## src/rtl/bcd_pkg.sv

```systemverilog
// Shared definitions for the binary-to-BCD datapath: digit width, add-3 correction
// constants and the registered result record.
package bcd_pkg;

  localparam int BCD_DIGIT_W    = 4;
  localparam int ADD3_THRESHOLD = 5;
  localparam int ADD3_ADDEND    = 3;
  localparam int BCD_MAX_DIGIT  = 9;

  typedef logic [BCD_DIGIT_W-1:0] bcd_digit_t;

  typedef struct packed {
    logic       inv;
    bcd_digit_t digit;
  } add3_result_t;

endpackage

```

## src/rtl/add_three_if.sv

```systemverilog
// Digit-in / corrected-digit-out bundle of the add-3 cell. The master supplies {A,B,C,D}
// and observes {W,X,Y,Z} plus INV; the cell itself is the slave.
interface add_three_if;

  logic A, B, C, D;
  logic W, X, Y, Z;
  logic INV;

  modport master (output A, B, C, D, input W, X, Y, Z, INV);
  modport slave  (input A, B, C, D, output W, X, Y, Z, INV);

endinterface

```

## src/rtl/add3_core.sv

```systemverilog
// Combinational add-3 correction: digits >= THRESHOLD get ADDEND added mod 16, and
// digits above 9 are flagged as not valid BCD. Also used unregistered by the converter.
module add3_core
  import bcd_pkg::*;
#(
  parameter int THRESHOLD = ADD3_THRESHOLD,
  parameter int ADDEND    = ADD3_ADDEND
) (
  input  bcd_digit_t digit_i,
  output bcd_digit_t digit_o,
  output logic       invalid_o
);

  localparam bcd_digit_t THRESHOLD_C = bcd_digit_t'(THRESHOLD);
  localparam bcd_digit_t ADDEND_C    = bcd_digit_t'(ADDEND);
  localparam bcd_digit_t MAX_DIGIT_C = bcd_digit_t'(BCD_MAX_DIGIT);

  // The 4-bit sum drops the carry on purpose, so 13..15 wrap to 0..2.
  assign digit_o   = (digit_i >= THRESHOLD_C) ? digit_i + ADDEND_C : digit_i;
  assign invalid_o = (digit_i > MAX_DIGIT_C);

endmodule

```

## src/rtl/add_three.sv

```systemverilog
// Registered add-3 correction cell: one digit accepted per cycle, and the corrected
// digit plus its invalid flag appear one clock later, driven only from flops.
module add_three
  import bcd_pkg::*;
#(
  parameter int THRESHOLD = ADD3_THRESHOLD,
  parameter int ADDEND    = ADD3_ADDEND
) (
  input  logic         clk,
  input  logic         rst,
  add_three_if.slave   bus
);

  bcd_digit_t   digit_in;
  bcd_digit_t   corr_digit;
  logic         corr_inv;
  add3_result_t out_d;
  add3_result_t out_q;

  assign digit_in = {bus.A, bus.B, bus.C, bus.D};

  add3_core #(
    .THRESHOLD (THRESHOLD),
    .ADDEND    (ADDEND)
  ) u_core (
    .digit_i   (digit_in),
    .digit_o   (corr_digit),
    .invalid_o (corr_inv)
  );

  always_comb begin
    out_d       = '0;
    out_d.digit = corr_digit;
    out_d.inv   = corr_inv;
  end

  // NOTE: state uses non-blocking assignments; reset is synchronous, so it sits inside the clocked branch and overrides data.
  always_ff @(posedge clk) begin
    if (rst) begin
      out_q <= '0;
    end else begin
      out_q <= out_d;
    end
  end

  assign {bus.W, bus.X, bus.Y, bus.Z} = out_q.digit;
  assign bus.INV                      = out_q.inv;

endmodule

```

## src/flat_wrapper.sv

```systemverilog
// flat-port wrapper written by rule: the top's interface ports become plain ports
module add_three_flat import bcd_pkg::*;
#(
  parameter int THRESHOLD = ADD3_THRESHOLD,
  parameter int ADDEND    = ADD3_ADDEND
)
  (clk, rst, bus_A, bus_B, bus_C, bus_D, bus_W, bus_X, bus_Y, bus_Z, bus_INV);
  add_three_if bus_i ();
  input  logic clk;
  input  logic rst;
  input wire logic [$bits(bus_i.A)-1:0] bus_A;
  input wire logic [$bits(bus_i.B)-1:0] bus_B;
  input wire logic [$bits(bus_i.C)-1:0] bus_C;
  input wire logic [$bits(bus_i.D)-1:0] bus_D;
  output wire logic [$bits(bus_i.W)-1:0] bus_W;
  output wire logic [$bits(bus_i.X)-1:0] bus_X;
  output wire logic [$bits(bus_i.Y)-1:0] bus_Y;
  output wire logic [$bits(bus_i.Z)-1:0] bus_Z;
  output wire logic [$bits(bus_i.INV)-1:0] bus_INV;
  assign bus_i.A = bus_A;
  assign bus_i.B = bus_B;
  assign bus_i.C = bus_C;
  assign bus_i.D = bus_D;
  assign bus_W = bus_i.W;
  assign bus_X = bus_i.X;
  assign bus_Y = bus_i.Y;
  assign bus_Z = bus_i.Z;
  assign bus_INV = bus_i.INV;
  add_three #(.THRESHOLD(THRESHOLD), .ADDEND(ADDEND)) u_core (.clk(clk), .rst(rst), .bus(bus_i));
endmodule
```

## config.mk

```make
export PLATFORM = sky130hd
export DESIGN_NAME = add_three_flat
export DESIGN_NICKNAME = d
export VERILOG_FILES = /design/src/rtl/bcd_pkg.sv /design/src/rtl/add_three_if.sv /design/src/rtl/add3_core.sv /design/src/rtl/add_three.sv /design/src/flat_wrapper.sv
export SDC_FILE = /design/constraint.sdc
export NUM_CORES = 1
export LEC_CHECK = 0
export CAP_MARGIN = 20
export CORE_AREA = 2 2 39 41
export CTS_CLUSTER_SIZE = 16
export DETAILED_ROUTE_END_ITERATION = 16
export DIE_AREA = 0 0 41 43
export HOLD_SLACK_MARGIN = 0.06
export MAX_ROUTING_LAYER = met4
export SLEW_MARGIN = 25
export SYNTH_ARGS = -nofsm -noshare
export SYNTH_HDL_FRONTEND = slang
export SYNTH_SLANG_ARGS = --single-unit
```

## constraint.sdc

```tcl
create_clock -name clk -period 1.2 [get_ports clk]
set_input_delay 0.18 -clock clk [delete_from_list [all_inputs] [get_ports clk]]
set_output_delay 0.18 -clock clk [all_outputs]
set_load 0.005 [all_outputs]
```

==> results of run 1 <==
## tightest hold or removal path, cell delays in order
cell and delay (ps):
clkbuf_2 120, nor2_1 110, mux2_4 140
## metrics by stage
stage	util, %	power [mW]	hold slack [ps]
floorplan	-	0.2176	249.1
global placement	29.02	0.2836	880.5
detailed placement	29.02	0.2835	885.2
CTS	33.54	0.4893	502.6
global route	34.72	0.5284	381.1
finish	34.72	0.4886	343.9
## Yosys cell counts (all sizes together)
master,number
mux2,2
nor2,5
ha,2
and3b,1
dfxtp,5
nand2,2
nor3,1
o21bai,1
nand2b,1
a21oi,2
xor2,1
o21ai,1
inv,2
## per-layer routing
| layer | part of all wire, % | global-route usage, % |
|---|---|---|
| met1 | 36 | 7.051 |
| met2 | 56 | 15.31 |
| met3 | 7.2 | 6.283 |
| met4 | 0 | 6.000 |
| met5 | 0 | - |
## state kept, by name, summed over array words and instances, names as in the netlist
signal	count
u_core.bus.INV	1
u_core.bus.W	1
u_core.bus.X	1
u_core.bus.Y	1
u_core.bus.Z	1
## final cells by class
cell class	instances	area share, %
clock buffer	4	5.469
timing repair buffer	19	33.33
inverter	2	1.562
sequential	5	20.83
multi-input combinational	19	34.64
tap	16	4.167
## cell usage in the layout, fill, tap and decap left out, types with 2 or more instances in the layout
cell type and count:
dfxtp_1 5, inv_2 2, nand2_1 2, nor2_1 5
mux2_4 2, clkdlybuf4s50_1 3, dlygate4sd2_1 5, buf_4 8
clkbuf_4 3
## path summary, 6_finish.rpt
check | from | end | slack, ps
worst max-delay path | bus_C | u_core.bus.Y$_SDFF_PP0_ | 70
worst min-delay path | bus_D | u_core.bus.Z$_SDFF_PP0_ | 340
## timing repair
item | CTS | global route
endpoints found under the setup margin | 10 | 2
pin swaps | 1 | 2
setup buffers | 1 | 2
resized for setup | 15 | 5
cloned | 0 | 0
## report_power, final
group          internal (mW)  leakage (nW)  switching (mW)
Sequential             0.179        0.0415         0.00222
Combinational         0.0712         0.178          0.0441
Clock                  0.126        0.0150          0.0665
Total                  0.376         0.235           0.113
## logic make-up after synthesis
family / count (synthesis) / synth area share (%)
simple gates: 10 / 19.58
mux: 2 / 9.523
compound gates: 4 / 11.11
flops: 5 / 42.33
fa+ha+maj: 2 / 10.58
xor+xnor: 1 / 3.704
buf+inv: 2 / 3.176
==> summary.txt, run 1 <==
cts hold-fix bufs -> 0
period utilization -> 94.36%
Die W -> 41 um
Non-Filler Instances -> 65
Hold WC Path Type -> input pin to flop
# rows -> 14
Bufs and invs on worst path -> 2
cell taking the most area after synthesis -> dfxtp_1
GR Overflow Total -> 0
hold depth -> 3
Post-DP HPWL -> 393.4 um
critical path type -> input pin to flop
area of the die -> 0.001763 mm2
P&R area growth vs syn -> 103.2%
Startpoint Class -> input pin
Vias per Instance -> 3.985
MaxCap Viol Count -> 0
first-pass GRT wire length -> 1014 um
Max Freq -> 883.1 MHz
initial antenna violation count -> 0
Die H -> 43 um
Vias -> 259
Cell Area, Placed -> 401.6 um2
number of cells on the critical path -> 6
initial detailed-routing violation count -> 4
core area -> 0.001384 mm2
PD cells -> 1017 mW/mm2
Seq/Total Area, Yosys -> 42.33%
Final Cell Area -> 480.5 um2
Peak VDD IR -> 0.3456 mV
largest net degree at the start of global routing -> 7
FILL cells -> 149
FF+latch area -> 100.1 um2
drt first pass iters -> 2
diode count -> 0
CTS sink count -> 5
CTS HTree Levels -> 1
vias in the first global route -> 273
slowest CP cell -> mux2_4
net count of the mapped netlist -> 34
top post-synthesis cells by area -> dfxtp_1 42%, ha_1 11%, mux2_2 9.5%, nor2_1 7.9%, a21oi_2 3.7%
crit path DAT -> 1260 ps
post-synth top area share -> 42.33%
Final nets -> 58
deepest clock path buffer count -> 2
Slew Limit Fails -> 0
Tmin final -> 1132 ps
Slew @ Worst Pin -> 204.9 ps
post-route ant nets -> 0
layout cells sized above 1 -> 42.86%
worst path cell trace -> clkdlybuf4s15_1 -> inv_2 -> ha_2 -> nand2b_4 -> a21oi_4 -> mux2_4
drt wl/cell -> 8.938 um
Avg Inst Size Synth -> 9.095 um2
Yosys cell types -> 14
final setup margin -> 67.65 ps
pre-CTS setup slack -> -516.1 ps
CTS tree -> built
Post-Place Cells -> 58
Syn Inst Count -> 26
Starting Density -> 17.09%
setup TNS -> 0 ps
DRC viols -> 0
number of setup violations in the final report -> 0
RSZ-0062 raised after global routing -> no
CP Max Fanout -> 3
CP delay by family, top -> multiplexers
Hold Vio Cnt, Final -> 0
Synth Cell Area -> 236.5 um2
GPL Wtd Cong -> 0.7809
clock-pin slew on the worst setup and hold paths -> 40 ps
CP max stage delay -> 320 ps
detailed-route wire length -> 581 um
count of input and output buffers -> 10
multi-input logic area -> 166.4 um2
Root Buffer -> clkbuf_4
yosys warns -> 0
GRT Overall Usage -> 9.455%
Pleak -> 0.2347 nW
endpoint class of the critical path -> flop
status -> complete, no violations
Critical Path RT -> 1320 ps
total CTS buffers -> 3
Max transition margin -> 86.19%
Ports -> 11
#FFs+latches synth -> 5
Note: power is estimated with default switching activity, not from simulation.
==> inputs of run 2 (changes only) <==
- clock period: 1.2 -> 0.92 ns (I/O delays scaled with it)
==> run 2 against run 1 <==
- critical endpoint unchanged
- sequential share of layout area shrank 1.2 points
- core utilization increased by 2.2 points
- critical path depth unchanged
- die area is the same
- design area rose by 6.3%
- non-clock buffer count is 1 lower
- wire length decreased by 20%
- worst setup slack got worse by 46 ps
- power increased by 32%
==> summary.txt, run 2 (synthesized netlist as in run 1, its figures left out) <==
status -> complete, no violations
Post-DP HPWL -> 385.4 um
Vias per Instance -> 3.734
Tmin final -> 898.5 ps
Peak VDD IR -> 0.3181 mV
Critical Path RT -> 1050 ps
Starting Density -> 17.09%
Power Total -> 0.6466 mW
Pint -> 0.4978 mW
CTS sink count -> 5
crit path DAT -> 1020 ps
Worst Setup EP -> u_core.bus.Y$_SDFF_PP0_
CP startpoint -> bus_C
CP Max Fanout -> 3
P&R area growth vs syn -> 115.9%
core area -> 0.001384 mm2
vias in the first global route -> 206
FILL cells -> 157
diode count -> 0
drt first pass iters -> 2
Ports -> 11
Die W -> 41 um
hold depth -> 3
Vias -> 239
period utilization -> 97.66%
GPL Wtd Cong -> 0.6845
PD cells -> 1267 mW/mm2
largest net degree at the start of global routing -> 6
Max Freq -> 1113 MHz
sw power -> 0.1488 mW
clock-pin slew on the worst setup and hold paths -> 40 ps
Max transition margin -> 85.50%
area of the die -> 0.001763 mm2
clock power share -> 38.7%
Pleak -> 0.2384 nW
RSZ-0062 raised after global routing -> yes
cts hold-fix bufs -> 0
first-pass GRT wire length -> 752 um
# rows -> 14
combinational share of power -> 24.7%
critical path type -> input pin to flop
Non-Filler Instances -> 64
Cell Area, Placed -> 476.7 um2
drt wl/cell -> 7.234 um
MaxCap Viol Count -> 0
Hold Vio Cnt, Final -> 0
Hold WC Path Type -> input pin to flop
Startpoint Class -> input pin
most frequent cells in the layout -> 8 x buf_4, 5 x nor2_1, 5 x dfxtp_1, 4 x clkdlybuf4s15_1, 3 x clkbuf_4
hold_ws -> 275.7 ps
CTS tree -> built
initial antenna violation count -> 0
initial detailed-routing violation count -> 1
Slew Limit Fails -> 0
GR Overflow Total -> 0
DRC viols -> 0
layout cells sized above 1 -> 45.83%
GRT Overall Usage -> 7.099%
sequential share of power -> 36.6%
post-route ant nets -> 0
deepest clock path buffer count -> 2
Slew @ Worst Pin -> 215.3 ps
multi-input logic area -> 176.4 um2
Post-Place Cells -> 60
CTS HTree Levels -> 1
FF+latch area -> 100.1 um2
total CTS buffers -> 3
most common library cell in the layout ignoring fill and taps -> buf_4
Sw Share -> 23.01%
Die H -> 43 um
endpoint class of the critical path -> flop
Final Cell Area -> 510.5 um2
Final nets -> 57
number of setup violations in the final report -> 0
detailed-route wire length -> 463 um
count of input and output buffers -> 10
Root Buffer -> clkbuf_4
run 2: metal layers:
metal,global-route usage [%],routed length (um)
met1,6.431,179
met5,-,0
met4,10.00,14
met2,9.688,242
met3,1.571,26
run 2: cell type report:
class	count	area share (%)
clock buffer	4	5.147
timing repair buffer	18	32.84
tap	16	3.922
multi-input combinational	19	34.56
sequential	5	19.61
inverter	2	3.922
run 2: what timing repair did:
action,4_1_cts,5_1_grt
endpoints found under the setup margin,10,3
gates resized for setup,20,7
pin swaps,2,1
setup buffers,1,0
run 2: worst min-delay path by stage:
stage	startpoint	to	slack, ps
2_1_floorplan	rst	u_core.bus.X$_SDFF_PP0_	210
3_3_place_gp	u_core.bus.INV$_SDFF_PP0_	bus_INV	840
3_5_place_dp	u_core.bus.INV$_SDFF_PP0_	bus_INV	840
4_1_cts	bus_D	u_core.bus.Z$_SDFF_PP0_	310
5_1_grt	bus_D	u_core.bus.Z$_SDFF_PP0_	270
6_report	bus_D	u_core.bus.Z$_SDFF_PP0_	280
run 2: worst max-delay path, cell delays in order:
cell and delay (ps):
buf_12 90, inv_12 30, ha_4 140, nand2b_4 140, a21oi_4 170, mux2_4 310
run 2: per-stage QoR:
stage	util [%]	setup slack, ps	setup TNS, ps
CTS	36.80	-90.99	-172.4
global route	36.89	-5.746	-5.746
finish	36.89	21.55	0
global placement	34.45	-755.9	-3107
detailed placement	34.45	-757.7	-3133
floorplan	-	-83.83	-167.7
run 2: power by group through the flow:
| stage | sequential, mW | combinational [mW] | clock (mW) |
|---|---|---|---|
| floorplan | 0.244 | 0.0638 | 0 |
| global placement | 0.240 | 0.165 | 0 |
| detailed placement | 0.240 | 0.167 | 0 |
| CTS | 0.237 | 0.162 | 0.267 |
| global route | 0.238 | 0.175 | 0.277 |
| finish | 0.237 | 0.160 | 0.250 |
